## config.mk

```make
export PLATFORM = sky130hd
export DESIGN_NAME = unidad_control
export DESIGN_NICKNAME = d
export VERILOG_FILES = /design/src/rtl/uc_pkg.sv /design/src/rtl/ret_stack.sv /design/src/rtl/unidad_control.sv
export SDC_FILE = /design/constraint.sdc
export NUM_CORES = 1
export LEC_CHECK = 0
export CAP_MARGIN = 20
export CORE_AREA = 2 2 39 41
export DETAILED_ROUTE_END_ITERATION = 10
export DIE_AREA = 0 0 41 43
export PLACE_DENSITY = 0.63
export SLEW_MARGIN = 20
export SYNTH_ARGS = -nofsm -noshare
export SYNTH_HDL_FRONTEND = slang
export SYNTH_HIERARCHICAL = 1
export SYNTH_SLANG_ARGS = --single-unit
```

## constraint.sdc

```tcl
create_clock -name clk -period 1.5 [get_ports clk]
set_input_delay 0.45 -clock clk [delete_from_list [all_inputs] [get_ports clk]]
set_output_delay 0.45 -clock clk [all_outputs]
set_load 0.01 [all_outputs]
```

## src/rtl/uc_pkg.sv

```systemverilog
// Shared opcode-class constants and FSM state type for the unidad_control slice.
package uc_pkg;

  // opcode[5] selects the ALU class; the remaining classes decode opcode[5:2]
  localparam logic       OPC_ALU  = 1'b0;
  localparam logic [3:0] OPC_LI   = 4'b1000;
  localparam logic [3:0] OPC_JMP  = 4'b1001;
  localparam logic [3:0] OPC_JZ   = 4'b1010;
  localparam logic [3:0] OPC_JNZ  = 4'b1011;
  localparam logic [3:0] OPC_JAL  = 4'b1100;
  localparam logic [3:0] OPC_RET  = 4'b1101;
  localparam logic [3:0] OPC_NOP  = 4'b1110;
  localparam logic [3:0] OPC_HALT = 4'b1111;

  typedef enum logic [1:0] {
    ST_RUN  = 2'd0,
    ST_HALT = 2'd1,
    ST_ERR  = 2'd2
  } state_t;

endpackage

```

## src/rtl/ret_stack.sv

```systemverilog
// Return-address LIFO with a saturating pointer; push when full and pop when
// empty are ignored here and flagged as errors by the controller.
module ret_stack
  import uc_pkg::*;
#(
  parameter int DEPTH = 4,
  parameter int AW    = 10
) (
  input  logic          clk,
  input  logic          reset,
  input  logic          push,
  input  logic          pop,
  input  logic [AW-1:0] din,
  output logic [AW-1:0] top,
  output logic          full,
  output logic          empty
);

  localparam int IW = (DEPTH > 1) ? $clog2(DEPTH) : 1;
  localparam int PW = IW + 1;
  localparam logic [PW-1:0] SP_FULL = PW'(DEPTH);

  logic [AW-1:0] mem [DEPTH];
  logic [PW-1:0] sp;
  logic [IW-1:0] top_idx;

  assign full    = (sp == SP_FULL);
  assign empty   = (sp == '0);
  assign top_idx = IW'(sp - PW'(1));
  assign top     = empty ? '0 : mem[top_idx];

  always_ff @(posedge clk or negedge reset) begin
    if (!reset) begin
      sp <= '0;
      for (int i = 0; i < DEPTH; i++) mem[i] <= '0;
    end else if (push && !full) begin
      mem[sp[IW-1:0]] <= din;
      sp              <= sp + PW'(1);
    end else if (pop && !empty) begin
      sp <= sp - PW'(1);
    end
  end

endmodule

```

## src/rtl/unidad_control.sv

```systemverilog
// Instruction-class decoder and RUN/HALT/ERR sequencer for the small CPU.
// Define UC_STACK_EN to build the JAL/RET return stack; otherwise JAL/RET act as NOP.
//   state   | meaning
//   ST_RUN  | normal execution, PC advances every cycle
//   ST_HALT | HALT executed, PC and register writes frozen until reset
//   ST_ERR  | return-stack overflow/underflow, frozen until reset
module unidad_control
  import uc_pkg::*;
#(
  parameter int STACK_DEPTH = 4,
  parameter int AW          = 10
) (
  input  logic          clk,
  input  logic          reset,
  input  logic [5:0]    opcode,
  input  logic          z,
  input  logic [AW-1:0] pc_next,
  output logic          s_inc,
  output logic          s_inm,
  output logic          we3,
  output logic          wez,
  output logic [2:0]    op_alu,
  output logic          s_ret,
  output logic [AW-1:0] ret_addr,
  output logic          pc_we,
  output logic          halted,
  output logic          stack_err
);

  state_t     state;
  logic [3:0] cls;
  logic       run;
  logic       is_jal;
  logic       is_ret;
  logic       ovf;
  logic       unf;
  logic       unused_op;

  assign cls       = opcode[5:2];
  assign run       = (state == ST_RUN);
  assign halted    = (state == ST_HALT);
  assign unused_op = ^opcode[1:0];

`ifdef UC_STACK_EN
  logic          push;
  logic          pop;
  logic          full;
  logic          empty;
  logic [AW-1:0] top;

  assign is_jal    = (cls == OPC_JAL);
  assign is_ret    = (cls == OPC_RET);
  assign ovf       = run & is_jal & full;
  assign unf       = run & is_ret & empty;
  assign push      = run & is_jal & ~full;
  assign pop       = run & is_ret & ~empty;
  assign ret_addr  = top;
  assign stack_err = (state == ST_ERR);

  ret_stack #(
    .DEPTH(STACK_DEPTH),
    .AW   (AW)
  ) u_ret_stack (
    .clk  (clk),
    .reset(reset),
    .push (push),
    .pop  (pop),
    .din  (pc_next),
    .top  (top),
    .full (full),
    .empty(empty)
  );
`else
  logic unused_pc;

  assign is_jal    = 1'b0;
  assign is_ret    = 1'b0;
  assign ovf       = 1'b0;
  assign unf       = 1'b0;
  assign ret_addr  = '0;
  assign stack_err = 1'b0;
  assign unused_pc = ^pc_next;
`endif

  always_comb begin
    s_inc  = 1'b1;
    s_inm  = 1'b0;
    we3    = 1'b0;
    wez    = 1'b0;
    op_alu = 3'b000;
    s_ret  = 1'b0;
    pc_we  = run;
    if (opcode[5] == OPC_ALU) begin
      op_alu = opcode[4:2];
      we3    = 1'b1;
      wez    = 1'b1;
    end else begin
      case (cls)
        OPC_LI:   begin s_inm = 1'b1; we3 = 1'b1; end
        OPC_JMP:  s_inc = 1'b0;
        OPC_JZ:   s_inc = ~z;
        OPC_JNZ:  s_inc = z;
        OPC_HALT: pc_we = 1'b0;
        default:  ;
      endcase
    end
    if (is_jal) s_inc = 1'b0;
    if (is_ret) s_ret = 1'b1;
    // a faulting JAL/RET must not move the PC so the offending address is kept
    if (ovf || unf) begin
      pc_we = 1'b0;
      s_ret = 1'b0;
    end
    if (!run) begin
      pc_we = 1'b0;
      we3   = 1'b0;
      wez   = 1'b0;
      s_ret = 1'b0;
    end
  end

  always_ff @(posedge clk or negedge reset) begin
    if (!reset) begin
      state <= ST_RUN;
    end else begin
      case (state)
        ST_RUN: begin
          if (cls == OPC_HALT)  state <= ST_HALT;
          else if (ovf || unf)  state <= ST_ERR;
        end
        default: ;
      endcase
    end
  end

endmodule
```

[Yosys cells after proc, flatten, opt, wreduce, memory -nomap -nowiden]
Index checks and enable logic that the tools add are counted.
Cells by class
  add/sub/neg operators: 0
  $mul: 0
  divide/modulo/power cells: 0
  order comparisons: 0
  equal/unequal tests: 5
  shifts and indexed selects: 0
  multiplexer cells: 12
  bitwise gates (word level): 1
  reductions and logical operators: 2
Operators by type and width (number)
  $eq 4x4->1 const B: 5
  $mux 1: 10
  $mux 3: 1
  $pmux 1 s3: 1
  $logic_not 2->1: 1
  $reduce_and 2->1: 1
  $not 1->1: 1
Word-level totals
  register bits after elaboration: 1
  bits in latches: 0
  RAM bits: 0
  ROM bits: 0
  input bits: 19
  output and inout bits: 21
  word-level logic and storage cells: 21
  memories: 0

[Longest topological paths before layout]
  word-level depth: 4
  mapped depth: 2
  gate-level depth less buffers: 2

[Worst setup path after synthesis]
No wires, ideal clock.
  path type: input -> output
  from: input port opcode[3]
  to: output port we3
  data arrival time: 1041 ps
  required time: 1050 ps
  setup slack: 9 ps
  stages: 2
  buffers on the path: 0
  cells stage by stage: or3_1 a21oi_1
Between the ends
  word-level cells in the longest chain between the ends: 4
Ends and longest elaborated chain
  start: declaration: RTL line unidad_control.sv:15  | input logic [5:0] opcode,
  $eq 4x4->1: RTL line unidad_control.sv:98  | case (cls)
  $mux 1: RTL line unidad_control.sv:98
  $mux 1: RTL line unidad_control.sv:93  | if (opcode[5] == OPC_ALU) begin
  $mux 1: RTL line unidad_control.sv:114  | if (!run) begin
  end: declaration: RTL line unidad_control.sv:20  | output logic we3,
Every way passes these cells.

[Worst setup path in the final report]
  from: input port opcode[2]
  to: output port we3
The elaborated chain is that of the path after synthesis.

==> impl_metrics.json <==
{
  "status": "finished, violations left",
  "violations": "setup timing",
  "setup_ws_ns": -0.109,
  "synthesis.area_um2": 201,
  "final_cells": 63,
  "cts_hold_buf": 0,
  "largest_reg_flops": 1,
  "cp-startpoint": "opcode[2]",
  "ys_ff_latch": 1,
  "drt_iter0_drc": 4,
  "die_h_um": 43,
  "synth_edf_count": 0,
  "clkLatencyLatePin_ns": 0,
  "antenna_cells": 0,
  "placedCellCount": 62,
  "ff2ff_path_depth": 1,
  "arrival_ns": 1.16,
  "initial_core_util_pct": 14.6,
  "io_pins": 40,
  "ant_nets": 0,
  "critPathMaxStageDelay_ns": 0.37,
  "grt_antenna_before_repair": 0,
  "skew_ns": 0,
  "regMostFlops": "state",
  "ys_seq_area_share_pct": 12.4,
  "yosysMostFrequentCell": "buf_4",
  "synth_top_area_share_pct": 44.7,
  "synthTopCellsByCount": "buf_4 (12), nor2b_1 (4)",
  "gp_congestion": 0.637,
  "drt-total-wl_um": 518,
  "ys_warn_count": 6,
  "critPathMaxFanout": 4,
  "fin_util_pct": 27.2,
  "p_per_area_nw_per_um2": 317,
  "grt_max_degree": 7,
  "finalPower_mw": 0.119,
  "grt_pass1_vias": 182,
  "grt_pass1_wl_um": 786,
  "drive_above_1_share_pct": 48.9,
  "die_w_um": 41,
  "setup-violations-final": 3,
  "synthArstFlopShare_pct": 100,
  "vias": 216,
  "reg2reg_from": "state[0]",
  "r2r_end": "state[0]",
  "post-route-min-period_ns": 1.61,
  "slew_viol_final": 0,
  "crit_end": "we3",
  "avgSynthCellArea_um2": 7.46,
  "yosysTopAreaCell": "buf_4",
  "path_cells": "buf_6 > or3_4 > a21oi_2 > buf_2",
  "regToRegSetupSlack_ns": 0.78,
  "rsz0062_at_grt": "yes",
  "path_class": "primary input to output pin",
  "vias_per_cell": 3.43,
  "synthFlopType": "dfrtp_1",
  "synth_cells": 27,
  "area_growth_pct": 87.0,
  "first_pass_iters": 2,
  "place_ws_ns": -0.884,
  "num-nets-final": 68,
  "hold_violations": 0,
  "min_path_type": "register to register",
  "yosys-top-cells-area": "buf_4 (45%), dfrtp_1 (12%), nor2b_1 (12%), a41o_1 (5.0%), and3b_1 (4.3%)",
  "clkTransAtPathRegs_ns": 0,
  "grt_usage_pct": 6.11,
  "end_kind": "output pin",
  "rows": 14,
  "crit_slowest_cell": "or3_4",
  "synth_cell_types": 13,
  "wire_per_inst_um": 8.22,
  "timing.fmax_mhz": 621,
  "leakagePower_nw": 0.196,
  "fin_crit_sh_pct": 107,
  "critPathRequiredTime_ns": 1.05,
  "reg_top3": "state: 1 flops",
  "gr-total-overflow": 0,
  "die-area_um2": 1760,
  "cap_violations": 0,
  "vdd_drop_max_v": 0.000151,
  "worstSetupStartpointType": "primary input",
  "drc": 0,
  "coreArea_um2": 1380,
  "dp_hpwl_um": 400,
  "io_buffers": 15
}
-- cells in the final DEF (no fill, tap or decap), drive strengths merged --
cell           netlist  layout
a21boi               1       1
a21oi                1       1
a41o                 1       1
and3b                1       1
buf                 12      16
clkdlybuf4s15        0       3
clkdlybuf4s50        0       2
conb                 1      12
dfrtp                1       1
inv                  1       1
nor2                 1       1
nor2b                4       4
nor3b                1       1
o21ai                1       1
or3                  1       1
-- cell families after synthesis --
logic type	share of synthesized area, %
AO/OA/AOI/OAI	13.7
buffers and inverters	46.6
flip-flops	12.4
other	1.86
AND/OR/NAND/NOR	25.5
-- report_power, final --
part	switching, mW	leakage, nW	internal, mW
sequential	0.000781	0.00900	0.0289
combinational	0.0428	0.187	0.0469
clock	0	0	0
-- timing repair --
| item | CTS | global route |
|---|---|---|
| setup buffers | 0 | 1 |
| gates resized for setup | 57 | 4 |
| endpoints found under the setup margin | 8 | 5 |
| pin swaps | 5 | 2 |
-- worst max-delay path: cells and delay by family --
family          cells  cell delay (ns)
compound gates      1             0.11
buf+inv             2             0.22
simple gates        1             0.37
-- area by class of cell --
type / count / area [um2]
Fill cell: 152 / 1010
Timing Repair Buffer: 21 / 183
Multi-Input combinational cell: 24 / 145
Sequential cell: 1 / 25.0
Tap cell: 16 / 20.0
Inverter: 1 / 3.75
-- layer usage --
layer | vias to the layer above | wire (um) | global-route usage [%]
met1 | 89 | 228 | 9.55
met5 | - | 0 | 0
li1 | 106 | - | -
met4 | 0 | 0 | 0
met2 | 21 | 217 | 9.38
met3 | 0 | 72 | 0.524
-- how the worst min path moves through the flow --
stage | startpoint | end | cells past startpoint
5_1_grt | state[0] | state[0] | 1
2_1_floorplan | reset | state[0] | 0
3_3_place_gp | state[0] | state[0] | 1
4_1_cts | state[0] | state[0] | 1
6_report | state[0] | state[0] | 1
3_5_place_dp | state[0] | state[0] | 1
-- per-stage QoR --
| step | setup TNS, ns | cell area, um2 | hold slack, ns |
|---|---|---|---|
| after detailed placement | -5.94 | 360 | 0.506 |
| after global placement | -5.87 | 360 | 0.498 |
| final | -0.153 | 377 | 0.516 |
| after floorplan | 0 | 243 | 0.154 |
| after CTS | -0.209 | 352 | 0.510 |
| after global routing | -0.267 | 377 | 0.518 |
Power figures use the tool's default switching activity.
